$ cat src/rtl/conv2d_stream_engine.sv
// Valid-mode 2-D convolution: loads a KxK kernel, then MACs one output pixel at a time over the image SRAM.
// Latency: first result 2*(K*K+1) cycles after start; K*K+2 cycles between results when not stalled.
// Backpressure: a result is held on o_valid until i_ready; the engine and SRAM addresses freeze while stalled.
module conv2d_stream_engine #(
  parameter int KERNEL_SIZE = 3,
  parameter int DATA_WIDTH  = 8,
  parameter int IMG_W       = 8,
  parameter int IMG_H       = 8,
  parameter int ADDR_WIDTH  = 6,
  parameter int KADDR_WIDTH = 4,
  parameter int ACC_WIDTH   = 24,
  parameter int SHIFT       = 0
) (
  input  logic                   i_clk,
  input  logic                   i_rst,
  input  logic                   i_start,
  output logic                   o_busy,
  output logic [KADDR_WIDTH-1:0] o_kernel_addr,
  input  logic [DATA_WIDTH-1:0]  i_kernel_data,
  output logic [ADDR_WIDTH-1:0]  o_img_addr,
  input  logic [DATA_WIDTH-1:0]  i_img_data,
  output logic [DATA_WIDTH-1:0]  o_result,
  output logic [ADDR_WIDTH-1:0]  o_row,
  output logic [ADDR_WIDTH-1:0]  o_col,
  output logic                   o_valid,
  input  logic                   i_ready,
  output logic                   o_done
);

  localparam int KK = KERNEL_SIZE * KERNEL_SIZE;
  localparam int CW = KADDR_WIDTH + 1;
  localparam logic [CW-1:0]         KK_C       = CW'(KK);
  localparam logic [CW-1:0]         KKM1_C     = CW'(KK - 1);
  localparam logic [ADDR_WIDTH-1:0] KM1_C      = ADDR_WIDTH'(KERNEL_SIZE - 1);
  localparam logic [ADDR_WIDTH-1:0] IMG_W_C    = ADDR_WIDTH'(IMG_W);
  localparam logic [ADDR_WIDTH-1:0] COL_LAST_C = ADDR_WIDTH'(IMG_W - KERNEL_SIZE);
  localparam logic [ADDR_WIDTH-1:0] ROW_LAST_C = ADDR_WIDTH'(IMG_H - KERNEL_SIZE);
  localparam logic signed [ACC_WIDTH-1:0] SAT_MAX_C = ACC_WIDTH'((2 ** (DATA_WIDTH - 1)) - 1);
  localparam logic signed [ACC_WIDTH-1:0] SAT_MIN_C = ~SAT_MAX_C;

  typedef enum logic [2:0] {S_IDLE, S_LOAD_KERNEL, S_MAC, S_OUTPUT, S_DONE} state_t;

  state_t                        state_q, state_d;
  logic [CW-1:0]                 cnt_q, cnt_d;
  logic [ADDR_WIDTH-1:0]         kx_q, kx_d, ky_q, ky_d;
  logic [ADDR_WIDTH-1:0]         row_q, row_d, col_q, col_d;
  logic signed [ACC_WIDTH-1:0]   acc_q, acc_d;
  logic [DATA_WIDTH-1:0]         result_q, result_d;
  logic signed [DATA_WIDTH-1:0]  kernel_q [2**KADDR_WIDTH];
  logic                          kernel_we;

  // Memory data arriving this cycle belongs to the address issued one cycle earlier (cnt - 1).
  logic [KADDR_WIDTH-1:0]        tap_idx;
  logic signed [2*DATA_WIDTH-1:0] prod;
  logic signed [ACC_WIDTH-1:0]   acc_sum;
  logic signed [ACC_WIDTH-1:0]   acc_shift;
  logic [DATA_WIDTH-1:0]         sat_res;

  assign tap_idx   = KADDR_WIDTH'(cnt_q - CW'(1));
  assign prod      = $signed(i_img_data) * kernel_q[tap_idx];
  assign acc_sum   = acc_q + ACC_WIDTH'(prod);
  assign acc_shift = acc_sum >>> SHIFT;

  // Clamp the scaled accumulator into the signed result range.
  always_comb begin
    sat_res = acc_shift[DATA_WIDTH-1:0];
    if (acc_shift > SAT_MAX_C) begin
      sat_res = {1'b0, {(DATA_WIDTH-1){1'b1}}};
    end else if (acc_shift < SAT_MIN_C) begin
      sat_res = {1'b1, {(DATA_WIDTH-1){1'b0}}};
    end
  end

  // Next-state and datapath control for the load/MAC/output sequence.
  always_comb begin
    state_d   = state_q;
    cnt_d     = cnt_q;
    kx_d      = kx_q;
    ky_d      = ky_q;
    row_d     = row_q;
    col_d     = col_q;
    acc_d     = acc_q;
    result_d  = result_q;
    kernel_we = 1'b0;
    case (state_q)
      S_IDLE: begin
        if (i_start) begin
          state_d = S_LOAD_KERNEL;
          cnt_d   = '0;
          row_d   = '0;
          col_d   = '0;
        end
      end
      S_LOAD_KERNEL: begin
        cnt_d     = cnt_q + CW'(1);
        kernel_we = (cnt_q != '0);
        if (cnt_q == KK_C) begin
          state_d = S_MAC;
          cnt_d   = '0;
          kx_d    = '0;
          ky_d    = '0;
          acc_d   = '0;
        end
      end
      S_MAC: begin
        cnt_d = cnt_q + CW'(1);
        if (cnt_q != '0) acc_d = acc_sum;
        // The last tap address simply stays on the bus through the final accumulate and OUTPUT.
        if (cnt_q < KKM1_C) begin
          if (kx_q == KM1_C) begin
            kx_d = '0;
            ky_d = ky_q + ADDR_WIDTH'(1);
          end else begin
            kx_d = kx_q + ADDR_WIDTH'(1);
          end
        end
        if (cnt_q == KK_C) begin
          result_d = sat_res;
          state_d  = S_OUTPUT;
        end
      end
      S_OUTPUT: begin
        if (i_ready) begin
          if (row_q == ROW_LAST_C && col_q == COL_LAST_C) begin
            state_d = S_DONE;
          end else begin
            if (col_q == COL_LAST_C) begin
              col_d = '0;
              row_d = row_q + ADDR_WIDTH'(1);
            end else begin
              col_d = col_q + ADDR_WIDTH'(1);
            end
            state_d = S_MAC;
            cnt_d   = '0;
            kx_d    = '0;
            ky_d    = '0;
            acc_d   = '0;
          end
        end
      end
      S_DONE: begin
        state_d = S_IDLE;
      end
      default: begin
        state_d = S_IDLE;
      end
    endcase
  end

  // State register; reset aborts any run in progress.
  always_ff @(posedge i_clk or posedge i_rst) begin
    if (i_rst) state_q <= S_IDLE;
    else       state_q <= state_d;
  end

  // Counters, window position, accumulator and held result.
  always_ff @(posedge i_clk or posedge i_rst) begin
    if (i_rst) begin
      cnt_q    <= '0;
      kx_q     <= '0;
      ky_q     <= '0;
      row_q    <= '0;
      col_q    <= '0;
      acc_q    <= '0;
      result_q <= '0;
    end else begin
      cnt_q    <= cnt_d;
      kx_q     <= kx_d;
      ky_q     <= ky_d;
      row_q    <= row_d;
      col_q    <= col_d;
      acc_q    <= acc_d;
      result_q <= result_d;
    end
  end

  // Kernel register file, filled one word per cycle during the load phase.
  always_ff @(posedge i_clk or posedge i_rst) begin
    if (i_rst) begin
      for (int i = 0; i < 2**KADDR_WIDTH; i++) kernel_q[i] <= '0;
    end else if (kernel_we) begin
      kernel_q[tap_idx] <= i_kernel_data;
    end
  end

  assign o_kernel_addr = (state_q == S_LOAD_KERNEL && cnt_q < KK_C) ? KADDR_WIDTH'(cnt_q) : '0;
  assign o_img_addr    = (row_q + ky_q) * IMG_W_C + col_q + kx_q;
  assign o_result      = result_q;
  assign o_row         = row_q;
  assign o_col         = col_q;
  assign o_valid       = (state_q == S_OUTPUT);
  assign o_done        = (state_q == S_DONE);
  assign o_busy        = (state_q != S_IDLE);

endmodule

$ cat config.mk
export PLATFORM = sky130hd
export DESIGN_NAME = conv2d_stream_engine
export DESIGN_NICKNAME = d
export VERILOG_FILES = /design/src/rtl/conv2d_stream_engine.sv
export SDC_FILE = /design/constraint.sdc
export NUM_CORES = 1
export LEC_CHECK = 0
export BUFFER_PORTS_ARGS = -buffer_cell sky130_fd_sc_hd__buf_2
export CAP_MARGIN = 20
export CORE_UTILIZATION = 57
export CTS_CLUSTER_SIZE = 14
export DETAILED_ROUTE_END_ITERATION = 8
export GPL_TIMING_DRIVEN = 0
export PLACE_DENSITY_LB_ADDON = 0.1
export SYNTH_ARGS = -nofsm -noshare
export SYNTH_HDL_FRONTEND = slang
export SYNTH_SLANG_ARGS = --single-unit
$ cat constraint.sdc
create_clock -name i_clk -period 8 [get_ports i_clk]
set_input_delay 0.8 -clock i_clk [delete_from_list [all_inputs] [get_ports i_clk]]
set_output_delay 0.8 -clock i_clk [all_outputs]
set_load 0.01 [all_outputs]
# After elaboration in Yosys (flattened, before gate mapping)
# Cells that the tools add are included.
dict set report totals {
  register_bits 192
  output_inout_bits 33
  wordCells 120
  input_bits 20
}
dict set report classes {
  n_reduce_logical 17
  n_lt_le_gt_ge 6
  mux 44
  add_sub_neg 10
  multipliers 1
  n_eq_ne 17
  bitwise 1
}
# operator count
set ops {}
lappend ops {{128-bit bitwise mux} 1}
lappend ops {{24-bit two-way mux} 4}
lappend ops {{6-bit two-way mux} 14}
lappend ops {{24-bit one-hot mux with 3 select lines} 1}
lappend ops {{8-bit two-way mux} 5}
lappend ops {{6-bit one-hot mux with 3 select lines} 2}
lappend ops {{8-bit binary-select mux with 4-bit select} 1}
lappend ops {{8-bit demux with 4-bit select} 1}
lappend ops {{24-bit by 16-bit adder with 24-bit output} 1}
lappend ops {{6-bit by 1-bit adder with 6-bit output (second input constant)} 4}
lappend ops {{24-bit by 8-bit greater-than comparator with 1-bit output (second input constant)} 1}
lappend ops {{24-bit by 8-bit < comparator with 1-bit output (second input constant)} 1}
lappend ops {{6-bit one-hot mux with 2 select lines} 2}
lappend ops {{5-bit two-way mux} 4}
lappend ops {{5-bit one-hot mux with 4 select lines} 1}
lappend ops {{8-bit by 8-bit multiplier with 16-bit output} 1}
lappend ops {{3-bit two-way mux} 5}
lappend ops {{5-bit AND reduction} 3}
lappend ops {{2-bit inequality test (second input constant)} 7}
lappend ops {{6-bit adder} 2}
lappend ops {{6-bit by 3-bit == test with 1-bit output (second input constant)} 2}
lappend ops {{3-bit one-hot mux with 4 select lines} 1}
lappend ops {{4-bit AND reduction} 3}
lappend ops {{5-bit by 4-bit < comparator with 1-bit output (second input constant)} 2}
lappend ops {{22 further kinds} 27}

# Logic depth before layout (Yosys ltp)
# Gate-level depths: netlist (run 1).
dict set report depth {
  depth_word 10
  depth_mapped 29
  ltp_nobuf 25
}

# Worst setup path before layout (run 1)
# No wires, ideal clock.
dict set report synth_path {
  kind {reg2reg}
  from {register cnt_q[0]}
  to {register result_q[5] (netlist: o_result[5])}
  setup_ns 0.077
  t_required_ns 7.923
  n_path_buf 4
  arrival_time_ns 8.327
  synth_period_minus_slack_ns 8.405
  stages_incl_launch_ff 29
  setup_slack_ns -0.405
  cell_sequence {dfrtp_1 -> buf_4 -> buf_1 -> inv_1 -> ha_1 -> clkbuf_1 -> clkbuf_1 -> mux4_2 -> mux4_2 -> and2_1 -> inv_1 -> fa_1 -> inv_1 -> fa_1 -> fa_1 -> fa_1 -> inv_1 -> fa_1 -> inv_1 -> ha_1 -> and3_4 -> nor3_1 -> a21oi_1 -> o41ai_1 -> xnor2_1 -> nand4_1 -> o41ai_4 -> nand2b_1 -> a21oi_1}
}
dict set report synth_via {
  elab_chain_len 10
  elab_cells_between_ends 13
  classes_between {add/sub: 2; mul: 1; order compare: 2; eq/ne: 1; mux: 5; bitwise: 1; reduce/logical: 1}
}
# element line_no
set synth_lines {}
lappend synth_lines {{start, declared} 44} ;# logic [CW-1:0] cnt_q, cnt_d;
lappend synth_lines {{start signal, assigned} 167} ;# cnt_q <= cnt_d;
lappend synth_lines {{4-bit by 1-bit subtractor with 4-bit output} 59} ;# assign tap_idx = KADDR_WIDTH'(cnt_q - CW'(1));
lappend synth_lines {{4-bit NOT with 5-bit output (implied by the code)} 60} ;# assign prod = $signed(i_img_data) * kernel_q[tap_idx];
lappend synth_lines {{8-bit binary-select mux with 4-bit select} 60}
lappend synth_lines {{8-bit two-way mux (implied by the code) (2 in a row)} 60}
lappend synth_lines {{8-bit by 8-bit multiplier with 16-bit output} 60}
lappend synth_lines {{24-bit by 16-bit adder with 24-bit output} 61} ;# assign acc_sum = acc_q + ACC_WIDTH'(prod);
lappend synth_lines {{24-bit by 8-bit < comparator with 1-bit output} 69} ;# end else if (acc_shift < SAT_MIN_C) begin
lappend synth_lines {{8-bit two-way mux} 69}
lappend synth_lines {{8-bit two-way mux} 67} ;# if (acc_shift > SAT_MAX_C) begin
lappend synth_lines {{end signal, assigned} 173} ;# result_q <= result_d;
lappend synth_lines {{end, declared} 48} ;# logic [DATA_WIDTH-1:0] result_q, result_d;
# Several ways; a longest one is shown, not always the timed one. The select of a mux whose other input is x is not followed.
# A chain may end at the register's enable or synchronous reset.

# Final worst setup path (run 1)
# Same ends and word-level chain as after synthesis.

==> results_dict.tcl, run 1 <==
set metrics [dict create \
    final_layout_size_suffix_gt1_frac 0.297 \
    ant_nets 0 \
    num-fill-cells 1874 \
    hold_viol 0 \
    dr_total_vias 9590 \
    grt_pass1_vias 9891 \
    routed_wl_um 33100 \
    crit_path_max_incr_delay_ns 0.58 \
    drt-initial-drc-count 730 \
    final_max_slew_viol_count 0 \
    wl_met3_um 2020 \
    wl_met2_um 15400 \
    startpoint_type "flop" \
    wl_met1_um 15300 \
    min_path_type "input port to async pin" \
    cts-hold-fix-buffers 0 \
    path_clk_slew_ns 0.08 \
    synth_area_um2 13700 \
    final_cell_mix "dfrtp_1 (187), mux2_2 (128), inv_1 (118)" \
    worst_pin_slew_ns 1.10 \
    rows 56 \
    cts_sinks 189 \
    relSlewSlack 0.267 \
    clk_path_buf_depth 2 \
    dp_hpwl_um 23600 \
    synth-seq-cells 189 \
    diodes 0 \
    seq_area_frac_synth 0.345 \
    skew_ns 0.0184 \
    synth.avg_cell_area_um2 11.3 \
    ys_async_sr_fraction 1.00 \
    worstPathRequired_ns 8.37 \
    die_x_um 157 \
    synth_edf_count 0 \
    synthFlopType "dfrtp_1" \
    cts_tree "done" \
    crit_type "flop to flop" \
    rrSetupSlack_ns 0.17 \
    synth_cell_types 69 \
    start_util 0.583 \
    status "completed" \
    io_buffer_count 52 \
    io_pins 53 \
    syn_inst 1210 \
    worstPathArrival_ns 8.20 \
    numCtsBuffers 17 \
    fmax_ghz 0.128 \
    core_um2 23500 \
    die_y_um 157 \
    slowest_stage "fa_1" \
    post-route-period-util 0.979 \
    mostFrequentLayoutCell "dfrtp_1" \
    insertion_delay_ns 0.45 \
    setup_viol_count_final 0 \
    grt.total_usage 0.284 \
    syn2layout_area_growth_pct 15.3 \
    dieArea_um2 24700 \
    grt_max_degree 127 \
    cp-end-kind "flop" \
    setup_tns_ns 0 \
    htree_levels 4 \
    wl_per_cell_um 20.0 \
    maxCapViolCount 0 \
    cts_root_buffer "clkbuf_16" \
    synth_nets 1414 \
    grt-ovfl-total 0 \
    grt_pass1_wl_um 53000 \
    yosysWarnings 0 \
    crit_family "adder cells" \
    fin_util 0.672 \
    layout.nets 1528 \
    dr.pass1.iters 5 \
    avgViaCountPerCell 5.79 \
    drc 0 \
    routed.top_layer "met4" \
    antenna_found_initial 0 \
    gp_congestion 0.882 \
    crit_path_max_fanout 16 \
    fin_crit_ns 7.83 \
    cp.buffers_inverters 8 \
]
metrics by stage:
| step | instance area (µm²) | worst slack [ns] | hold slack, ns | cells |
|---|---|---|---|---|
| after floorplan | 13700 | 0.0755 | 0.449 | 1210 |
| final | 15800 | 0.169 | 0.391 | 1656 |
| after global routing | 15800 | -0.0771 | 0.415 | 1656 |
| after detailed placement | 14400 | -1.78 | 0.476 | 1582 |
| after CTS | 15400 | 0.00276 | 0.396 | 1628 |
| after global placement | 14400 | -1.65 | 0.468 | 1581 |
final timing paths:
kind / depth (start not counted) / to / from
hold reg to reg: 2 / acc_q[7] / acc_q[7]
setup reg to reg: 27 / o_result[5] / cnt_q[0]
min in group i_clk: 2 / acc_q[7] / acc_q[7]
max in group asynchronous: 3 / kernel_q[44] / i_rst
hold / removal: 2 / kernel_q[114] / i_rst
setup / recovery: 27 / o_result[5] / cnt_q[0]
what timing repair did:
item,in CTS,in global routing
endpoints found under the hold margin,0,0
buffers inserted,17,25
pin swaps,11,29
gates cloned,0,1
setup endpoints to repair,24,7
gates resized for setup,49,62
cell usage after synthesis (4+ instances only):
library cell	n	area (µm²)
mux2_2	128	1440
nor2b_1	6	37.5
or2_2	5	31.3
a21o_1	9	67.6
nand4_1	9	56.3
a211oi_1	5	37.5
o31ai_1	16	120
fa_1	109	2180
nand2_1	101	379
xor2_1	11	96.3
xnor2_1	21	184
nor3_2	7	70.1
o21ai_0	57	285
nand2b_1	11	68.8
nand3_1	20	100
a21oi_1	31	155
inv_1	125	469
dfrtp_1	189	4730
clkbuf_1	32	120
nor4_1	6	37.5
o22ai_1	4	25.0
nor3_1	16	80.1
ha_1	75	938
mux4_2	39	878
o21bai_1	4	30.0
a31oi_1	6	37.5
and2_1	40	250
and3_1	6	37.5
nor2_1	60	225
flip-flops by register name, summed over array words and instances (netlist names):
register / count
acc_q: 24
cnt_q: 5
kernel_q: 128
kx_q: 6
ky_q: 3
o_col: 6
o_result: 8
o_row: 6
state_q: 3
cells by family (layout without fill, tap and decap cells):
| kind of cell | Yosys count | in the layout | share of synthesized area |
|---|---|---|---|
| xor+xnor | 32 | 32 | 0.0204 |
| fa+ha+maj | 184 | 184 | 0.228 |
| simple gates | 315 | 315 | 0.118 |
| flops | 189 | 189 | 0.345 |
| buf+inv | 168 | 295 | 0.0479 |
| compound gates | 152 | 152 | 0.0692 |
| mux | 170 | 170 | 0.173 |
cell type report:
| type | count | area (µm²) | area share |
|---|---|---|---|
| clock buffer | 17 | 425 | 0.0269 |
| buffer | 39 | 275 | 0.0174 |
| clock inverter | 15 | 185 | 0.0117 |
| sequential | 189 | 4730 | 0.299 |
| inverter | 126 | 503 | 0.0318 |
| multi-input combinational | 853 | 8640 | 0.546 |
| timing repair buffer | 98 | 657 | 0.0415 |
| tap | 319 | 399 | 0.0252 |
worst reg2reg max path, stage by stage (launching register included):
cell	delay, ns
dfrtp_2	0.40
buf_12	0.13
buf_12	0.11
clkinvlp_4	0.12
ha_4	0.34
buf_12	0.13
buf_12	0.14
mux4_2	0.31
mux4_2	0.57
and2_4	0.21
buf_6	0.17
fa_1	0.57
fa_1	0.44
fa_1	0.58
fa_1	0.44
ha_1	0.31
ha_1	0.31
buf_6	0.14
and2_1	0.20
or3_4	0.39
o211ai_1	0.36
a31oi_2	0.19
a31oi_2	0.25
xor2_2	0.17
o41ai_4	0.34
buf_4	0.19
nand2b_1	0.09
a21oi_2	0.14
metal layers:
layer	vias up	track usage
met5	-	0
met4	0	0.0606
met3	40	0.0658
met2	269	0.438
met1	4898	0.413
li1	4383	-
Power of run 1 is not shown: default switching activity piles up to over one toggle a cycle in this logic, so the estimate is an artifact.
==> run 2, diff against run 1 <==
- CORE_UTILIZATION: 57 -> 32
- CTS_BUF_LIST: default -> sky130_fd_sc_hd__clkbuf_4 sky130_fd_sc_hd__clkbuf_8
==> run 2 against run 1 <==
Largest cell class unchanged. Global-route usage shrank 12 points. Cell area grew 0.68%. Flip-flop and latch count is the same. Utilization shrank 29 points. Critical endpoint is now o_result[0]. Die area grew 77%. Critical path depth grew 1. Routed wire length grew 5.9%.
==> results_dict.tcl, run 2 (same netlist as run 1, synthesis figures left out) <==
set metrics [dict create \
    syn2layout_area_growth_pct 16.1 \
    grt_pass1_vias 9874 \
    drc 0 \
    dp_hpwl_um 26100 \
    worstPathArrival_ns 8.16 \
    crit_path_max_fanout 8 \
    gp_congestion 0.785 \
    dieArea_um2 43700 \
    dr_total_vias 9273 \
    min_path_type "input port to async pin" \
    largest_reg_flops 128 \
    status "completed" \
    cts_tree "done" \
    ant_nets 0 \
    die_y_um 209 \
    clk_path_buf_depth 2 \
    grt_pass1_wl_um 56500 \
    crit_path_max_incr_delay_ns 0.60 \
    avgViaCountPerCell 4.95 \
    drt-initial-drc-count 412 \
    path_clk_slew_ns 0.10 \
    cpMostUsedCell "fa_1" \
    final_cell_mix "dfrtp_1 (187), mux2_2 (128), inv_1 (118)" \
    grt-ovfl-total 0 \
    cp-end-kind "flop" \
    rows 75 \
    insertion_delay_ns 0.51 \
    place_area_um2 14700 \
    numCtsBuffers 17 \
    setup_viol_count_final 0 \
    final_max_slew_viol_count 0 \
    die_x_um 209 \
    cts_sinks 189 \
    mostFrequentLayoutCell "dfrtp_1" \
    io_pins 53 \
    startpoint_type "flop" \
    maxCapViolCount 0 \
    slowest_stage "mux4_2" \
    start_util 0.326 \
    fin_area_um2 15900 \
    hold_viol 0 \
    antenna_found_initial 0 \
    worst_pin_slew_ns 1.08 \
    io_buffer_count 52 \
    final_layout_size_suffix_gt1_frac 0.296 \
    layout.nets 1526 \
    skew_ns 0.0201 \
    routed_wl_um 35000 \
    fmax_ghz 0.130 \
    core_um2 42100 \
    htree_levels 4 \
    grt_max_degree 110 \
    worstPathRequired_ns 8.44 \
    relSlewSlack 0.276 \
    grt.total_usage 0.169 \
    regMostFlops "kernel_q" \
    wl_per_cell_um 18.7 \
    dr.pass1.iters 5 \
    post-route-period-util 0.965 \
    cts_root_buffer "clkbuf_8" \
    fin_crit_ns 7.72 \
    crit_type "flop to flop" \
]
==> run 2: per-stage QoR <==
stage,setup slack [ns],util,hold slack [ns],setup TNS [ns],cells
after detailed placement,-2.19,0.349,0.472,-34.73,1802
after CTS,0.0171,0.367,0.358,0,1844
final,0.282,0.378,0.373,0,1875
after global placement,-2.22,0.348,0.467,-168.75,1801
after floorplan,0.0755,-,0.449,0,1210
after global routing,-0.00990,0.378,0.387,-0.00990,1874
==> run 2: final cells by class <==
cell class              count  area [µm²]
fillers                  4199       26200
multi-input cells         853        8710
flip-flops and latches    189        4730
well taps                 539         674
repair buffers             96         627
inverters                 126         505
clock buffers              22         284
plain buffers              39         264
clock inverters            10         126
diodes                      1        2.50
==> run 2: worst max-delay path: cells and delay by family, from the launching register on <==
family / cells / cell delay [ns]
buf+inv: 9 / 0.91
simple gates: 8 / 1.74
fa+ha+maj: 7 / 3.09
compound gates: 2 / 0.57
flops: 1 / 0.40
mux: 2 / 0.93
==> run 2: worst paths after layout <==
check | from | to | slack [ns] | cells past startpoint
worst min register to register | acc_q[7] | acc_q[7] | 0.49 | 2
min in group i_clk | acc_q[7] | acc_q[7] | 0.49 | 2
worst max-delay path | cnt_q[0] | o_result[0] | 0.28 | 28
max in group asynchronous | i_rst | kernel_q[25] | 6.66 | 3
worst min-delay path | i_rst | kernel_q[114] | 0.37 | 2
worst max register to register | cnt_q[0] | o_result[0] | 0.28 | 28
==> run 2: per-layer routing <==
layer | GRT usage | wire (µm)
met5 | 0 | 0
met4 | 0.0358 | 276
met3 | 0.0346 | 1230
met2 | 0.264 | 16200
met1 | 0.240 | 17300
==> run 2: repair_timing <==
item,CTS,global route
setup endpoints to repair,25,7
buffers inserted,13,29
gates resized for setup,55,66
cloned,0,1
hold buffers,0,0
pin swaps,12,35
Power of run 2 is left out for the same reason.
